--- config.mk ---
export PLATFORM = sky130hd
export DESIGN_NAME = id_ex_skid_stage
export DESIGN_NICKNAME = d
export VERILOG_FILES = /design/src/rtl/id_ex_pkg.sv /design/src/rtl/id_ex_hazard_unit.sv /design/src/rtl/id_ex_skid_stage.sv
export SDC_FILE = /design/constraint.sdc
export NUM_CORES = 1
export LEC_CHECK = 0
export ABC_AREA = 1
export CAP_MARGIN = 20
export CORE_UTILIZATION = 52
export DETAILED_ROUTE_END_ITERATION = 8
export PLACE_DENSITY = 0.84
export SLEW_MARGIN = 20
export SYNTH_ARGS = -nofsm -noshare
export SYNTH_HDL_FRONTEND = slang
export SYNTH_SLANG_ARGS = --single-unit
--- constraint.sdc ---
create_clock -name clk -period 2.8 [get_ports clk]
set_clock_uncertainty 0.05 [all_clocks]
set_input_delay 0.84 -clock clk [delete_from_list [all_inputs] [get_ports clk]]
set_output_delay 0.84 -clock clk [all_outputs]
set_load 0.01 [all_outputs]
--- src/rtl/id_ex_pkg.sv ---
// Shared definitions for the ID->EX skid stage: control bundle layout,
// load detection and the occupancy state encoding.
package id_ex_pkg;

  localparam int CTRL_W = 10;

  // Bit positions inside the packed control bundle
  localparam int REGWRITE     = 0;
  localparam int MEMWRITE     = 1;
  localparam int BRANCH       = 2;
  localparam int JUMP         = 3;
  localparam int ALUSRC       = 4;
  localparam int RESULTSRC_LO = 5;
  localparam int RESULTSRC_HI = 6;
  localparam int ALUCTRL_LO   = 7;
  localparam int ALUCTRL_HI   = 9;

  localparam logic [1:0] RESULTSRC_LOAD = 2'b01;

  typedef enum logic [1:0] {
    EMPTY = 2'd0,
    ONE   = 2'd1,
    TWO   = 2'd2
  } occ_e;

  function automatic logic is_load(input logic [1:0] resultsrc);
    return resultsrc == RESULTSRC_LOAD;
  endfunction

endpackage

--- src/rtl/id_ex_hazard_unit.sv ---
// Load-use compare between the youngest in-flight instruction and the
// instruction currently offered by decode.
module id_ex_hazard_unit #(
  parameter int REG_AW = 5
) (
  input  logic              id_valid,
  input  logic              youngest_valid,
  input  logic              youngest_load,
  input  logic [REG_AW-1:0] youngest_rd,
  input  logic [REG_AW-1:0] id_rs1,
  input  logic [REG_AW-1:0] id_rs2,
  output logic              hazard
);

  // x0 is never a real destination, so a load into it cannot create a dependency
  assign hazard = id_valid & youngest_valid & youngest_load &
                  (youngest_rd != '0) &
                  ((youngest_rd == id_rs1) | (youngest_rd == id_rs2));

endmodule

--- src/rtl/id_ex_skid_stage.sv ---
// ID->EX valid/ready boundary with a two-entry skid buffer, load-use interlock
// and flush. Optional performance counters are enabled by ID_EX_PERF_CNT_EN.
module id_ex_skid_stage
  import id_ex_pkg::*;
#(
  parameter int XLEN   = 32,
  parameter int REG_AW = 5,
  parameter int CTRL_W = id_ex_pkg::CTRL_W
) (
  input  logic              clk,
  input  logic              rst,
  input  logic              id_valid,
  output logic              id_ready,
  input  logic [XLEN-1:0]   id_pc,
  input  logic [XLEN-1:0]   id_pc_plus4,
  input  logic [XLEN-1:0]   id_rd1,
  input  logic [XLEN-1:0]   id_rd2,
  input  logic [XLEN-1:0]   id_imm,
  input  logic [REG_AW-1:0] id_rs1,
  input  logic [REG_AW-1:0] id_rs2,
  input  logic [REG_AW-1:0] id_rd,
  input  logic [CTRL_W-1:0] id_ctrl,
  output logic              ex_valid,
  input  logic              ex_ready,
  output logic [XLEN-1:0]   ex_pc,
  output logic [XLEN-1:0]   ex_pc_plus4,
  output logic [XLEN-1:0]   ex_rd1,
  output logic [XLEN-1:0]   ex_rd2,
  output logic [XLEN-1:0]   ex_imm,
  output logic [REG_AW-1:0] ex_rs1,
  output logic [REG_AW-1:0] ex_rs2,
  output logic [REG_AW-1:0] ex_rd,
  output logic [CTRL_W-1:0] ex_ctrl,
  input  logic              flush,
  output logic              hazard_stall
`ifdef ID_EX_PERF_CNT_EN
  ,
  output logic [31:0]       perf_stall_cnt,
  output logic [31:0]       perf_flush_cnt,
  output logic [31:0]       perf_bubble_cnt
`endif
);

  localparam int PW = 5 * XLEN + 3 * REG_AW + CTRL_W;

  occ_e            state_q, state_d;
  logic [PW-1:0]   main_q, main_d;
  logic [PW-1:0]   skid_q, skid_d;
  logic [PW-1:0]   id_payload;
  logic [CTRL_W-1:0] main_ctrl;
  logic            main_valid, skid_valid;
  logic            accept, consume, hazard;
  logic [REG_AW-1:0] young_rd;
  logic [1:0]      young_resultsrc;

  assign id_payload = {id_pc, id_pc_plus4, id_rd1, id_rd2, id_imm,
                       id_rs1, id_rs2, id_rd, id_ctrl};

  assign main_valid = (state_q != EMPTY);
  assign skid_valid = (state_q == TWO);

  // The skid entry, when present, is always the younger of the two
  assign young_rd        = skid_valid ? skid_q[CTRL_W +: REG_AW] : main_q[CTRL_W +: REG_AW];
  assign young_resultsrc = skid_valid ? skid_q[RESULTSRC_HI:RESULTSRC_LO]
                                      : main_q[RESULTSRC_HI:RESULTSRC_LO];

  id_ex_hazard_unit #(.REG_AW(REG_AW)) u_hazard (
    .id_valid      (id_valid),
    .youngest_valid(main_valid),
    .youngest_load (is_load(young_resultsrc)),
    .youngest_rd   (young_rd),
    .id_rs1        (id_rs1),
    .id_rs2        (id_rs2),
    .hazard        (hazard)
  );

  assign hazard_stall = hazard;
  assign id_ready     = rst & ~skid_valid & ~hazard & ~flush;
  assign accept       = id_valid & id_ready;
  assign consume      = main_valid & ex_ready;

  always_comb begin
    state_d = state_q;
    main_d  = main_q;
    skid_d  = skid_q;
    if (flush) begin
      state_d = EMPTY;
    end else begin
      case (state_q)
        EMPTY: begin
          if (accept) begin
            main_d  = id_payload;
            state_d = ONE;
          end
        end
        ONE: begin
          if (accept && !consume) begin
            skid_d  = id_payload;
            state_d = TWO;
          end else if (accept && consume) begin
            main_d  = id_payload;
          end else if (consume) begin
            state_d = EMPTY;
          end
        end
        TWO: begin
          if (consume) begin
            main_d  = skid_q;
            state_d = ONE;
          end
        end
        default: state_d = EMPTY;
      endcase
    end
  end

  always_ff @(posedge clk or negedge rst) begin
    if (!rst) begin
      state_q <= EMPTY;
      main_q  <= '0;
      skid_q  <= '0;
    end else begin
      state_q <= state_d;
      main_q  <= main_d;
      skid_q  <= skid_d;
    end
  end

  assign {ex_pc, ex_pc_plus4, ex_rd1, ex_rd2, ex_imm,
          ex_rs1, ex_rs2, ex_rd, main_ctrl} = main_q;
  assign ex_valid = main_valid;
  // Stale control left behind by a flush or drain must never look live to EX
  assign ex_ctrl  = main_valid ? main_ctrl : '0;

`ifdef ID_EX_PERF_CNT_EN
  logic [31:0] perf_stall_q, perf_stall_d;
  logic [31:0] perf_flush_q, perf_flush_d;
  logic [31:0] perf_bubble_q, perf_bubble_d;

  always_comb begin
    perf_stall_d  = perf_stall_q  + {31'd0, hazard};
    perf_flush_d  = perf_flush_q  + {31'd0, flush};
    perf_bubble_d = perf_bubble_q + {31'd0, ~main_valid & ~flush};
  end

  always_ff @(posedge clk or negedge rst) begin
    if (!rst) begin
      perf_stall_q  <= '0;
      perf_flush_q  <= '0;
      perf_bubble_q <= '0;
    end else begin
      perf_stall_q  <= perf_stall_d;
      perf_flush_q  <= perf_flush_d;
      perf_bubble_q <= perf_bubble_d;
    end
  end

  assign perf_stall_cnt  = perf_stall_q;
  assign perf_flush_cnt  = perf_flush_q;
  assign perf_bubble_cnt = perf_bubble_q;
`endif

endmodule

==> results.md <==
- Status: complete, but fails checks
- Failing checks: negative setup slack
- Final core utilization: around 68%
- PwrDens: 727 nW/µm²
- DP Wirelength: 33200 µm
- FF+latch count, synth: 372
- Core area: 34600 µm²
- Critical-path cell list: clkdlybuf4s50_1, xor2_1, nand3_1, nand2_2, nand2_2, inv_2, nor3_2, buf_2
- Worst-Skew Late Latency: 520 ps
- CTS Hold Bufs: 0
- DR iter-0 viols: 1208
- Net switching power figure: 0.00497 W
- R2R Setup Slk: approximately 200 ps
- Endpoint type of the worst setup path: primary output
- WS Path Type: input pin to primary output
- Max clock buf depth: 3
- Die span in y: 190 µm
- Largest stage delay on the critical path: 540 ps
- Reg2reg start: state_q[1]$_DFFE_PN0P_
- Netlist Area Pre-Place: between 15000 and 20000 µm²
- Max IR drop VDD: 612 µV
- Crit path arrival time: around 2200 ps
- Internal: 0.0121 W
- Reg2Reg Depth: 17
- Layout overhead on the synthesized area: 27.9%
- Actual slew at the worst max-slew pin: 895 ps
- RSZ-0062 raised after global routing: true
- Number of global-route vias before repair: 15944
- Routed Antenna Nets: 0
- Hold Vio Cnt, Final: 0
- Ports: 378
- GRT Residual Overflow: 0
- First-pass GRT wire length: between 80000 and 90000 µm
- CP Buf/Inv Count: 3
- Synth Instances: approximately 2500
- Crit share post-route: 111%
- CTS clk-pin slew, worst paths: 50 ps
- CTS buffer count: 41
- Vias per Instance: between 5 and 6
- Post-layout min period: slightly above 3000 ps
- Starting density of the core: 53.0%
- Fraction of layout cells with a size suffix above 1: 8.01%
- Wire per inst: 16.0 µm
- Count of input and output buffers: 377
- CTS H-Tree Depth: 2
- Gr usage total: 27.8%
- Max Cap Violations: 0
- Reg power frac: 44.4%
- Pwr Total: about 0.017 W
- Reg-to-Reg End: main_q[66]$_DFFE_PN0P_
- Max_slew headroom: 40.3%
- # DRC: 0
- Nets@finish: 2879
- Vias: 16431
- Syn_nets: 2671
- CP Max Fanout: 3
- Die area: 36000 µm²
- Fill cell count: 2698
- Clock network power share: 31.5%
- Max Fclk: 321 MHz
- Die width: 190 µm
- Crit path launch type: input pin
- Setup tns final: -1680 ps
- Setup ws final: -319 ps
- CTS tree: built
- Clk root buf: clkbuf_16
- Largest net degree at the start of global routing: 161
- First-pass detailed-route iteration total: 5
- Final setup viols: 13
- Seq/Total Area, Yosys: 50.8%
- Avg Cell Area, Syn: 7.39 µm²
- Slowest cell on the critical path: clkdlybuf4s50_1
- Place WS: -805 ps
- Worst hold path class: input pin to asynchronous set/reset pin
- WP data required: around 1900 ps
- GPL Wtd Cong: 0.862
- Num rows: 68
- Static leakage: ~13 nW
- Max-slew violation count: 0
- CTS sink count: 372
- Antenna violations before repair: 8
- Cell family with the largest share of critical-path delay: buffers and inverters
- Final wirelength: 50900 µm
- Unique cell type count in the Yosys netlist: 19
- Comb power frac: 24.1%
- Sw frac: about 29%
- Most used cell, CP: nand2_2
- Total number of yosys warnings: 0
-- final cells by class --
cell class	instances	area [µm²]	area share (%)
sequential	372	9310	39.7
multi-input combinational	1760	7100	30.3
timing repair buffer	483	4980	21.2
clock buffer	64	1270	5.43
tap	455	569	2.43
inverter	31	121	0.517
clock inverter	11	90.1	0.384
antenna	6	15.0	0.0640
-- synth_stat cells --
cell	instances	area share, %
clkbuf_1	69	1.4
nor3_1	2	0.055
buf_1	3	0.061
buf_4	189	7.7
nand4_2	1	0.068
nand4_1	1	0.034
nand2_2	4	0.14
dfrtp_1	372	51
nand3b_1	7	0.29
inv_1	29	0.59
xor2_1	1	0.048
nand2_1	1505	31
buf_2	59	1.6
nor2_2	1	0.034
nand3_1	206	5.6
nor2_1	22	0.45
a211oi_2	1	0.068
inv_2	2	0.041
o21ai_0	7	0.19
-- layer usage --
| layer | vias up | share of wire [%] | global-route usage (%) |
|---|---|---|---|
| met5 | - | 0.053 | 0 |
| met1 | 7771 | 40 | 34.9 |
| met4 | 4 | 4.3 | 12.7 |
| met2 | 685 | 47 | 45.6 |
| met3 | 144 | 8.1 | 6.40 |
| li1 | 7827 | - | - |
-- power groups by stage --
stage	clock [W]	sequential [W]	combinational, W
after floorplan	0	0.00738	0.00269
after global placement	0	0.00755	0.00391
after detailed placement	0	0.00762	0.00405
after CTS	0.00549	0.00756	0.00410
after global routing	0.00571	0.00772	0.00454
final	0.00537	0.00758	0.00410
-- cells by family after synthesis --
logic type | count (synthesis) | synth area share (%)
AOI/OAI and AO/OA | 8 | 0.259
xor gates and xnor gates | 1 | 0.0478
buffers and inverters | 351 | 11.5
DFF | 372 | 50.8
and+or+nand+nor | 1749 | 37.5
-- flip-flops by register name, summed over array words and instances, names as in the netlist --
register / flops
main_q: 185
skid_q: 185
state_q: 2
-- worst reg2reg max path, cell delays in order, from the launching register on --
cell	delay [ps]
dfrtp_2	430
buf_6	170
nand3_2	100
buf_4	160
nand3_1	90
nand2_1	60
nor2_1	130
nand3_1	100
nand2_2	120
nand2_2	80
buf_4	130
buf_4	130
nand3_2	110
nand2_8	120
nand2_8	160
buf_12	220
nand2_1	120
nand2_1	80
-- placed cells by master, fill, tap and decap left out, drive strengths merged, types with 2 or more instances in the layout --
master            n
nand3           206
o21ai             7
nor3              2
diode             6
inv              31
clkdlybuf4s50   361
dfrtp           372
clkbuf           66
clkinv            9
nand3b            7
nand4             2
nor2             23
nand2          1511
buf             118
-- timing repair --
| action | 4_1_cts | 5_1_grt |
|---|---|---|
| setup endpoints to repair | 14 | 379 |
| gates cloned | 1 | 3 |
| gates resized for setup | 75 | 21 |
| pin swaps | 7 | 6 |
| setup buffers | 9 | 8 |
-- stage by stage --
step | instance area (µm²) | instances | hold slack (ps)
final | 23500 | 3182 | 383
after CTS | 23200 | 3165 | 363
after global routing | 23500 | 3181 | 390
after global placement | 21800 | 3080 | 402
after detailed placement | 21800 | 3080 | 407
after floorplan | 18300 | 2481 | 392
-- worst max path at each step --
stage	start	endpoint	cells after the start
global route	state_q[1]$_DFFE_PN0P_	id_ready	12
floorplan	id_rs1[2]	id_ready	8
finish	id_rs2[1]	id_ready	8
global placement	id_rs2[0]	id_ready	10
CTS	state_q[1]$_DFFE_PN0P_	id_ready	14
detailed placement	id_rs2[0]	id_ready	10
(Power assumes the default switching activity.)
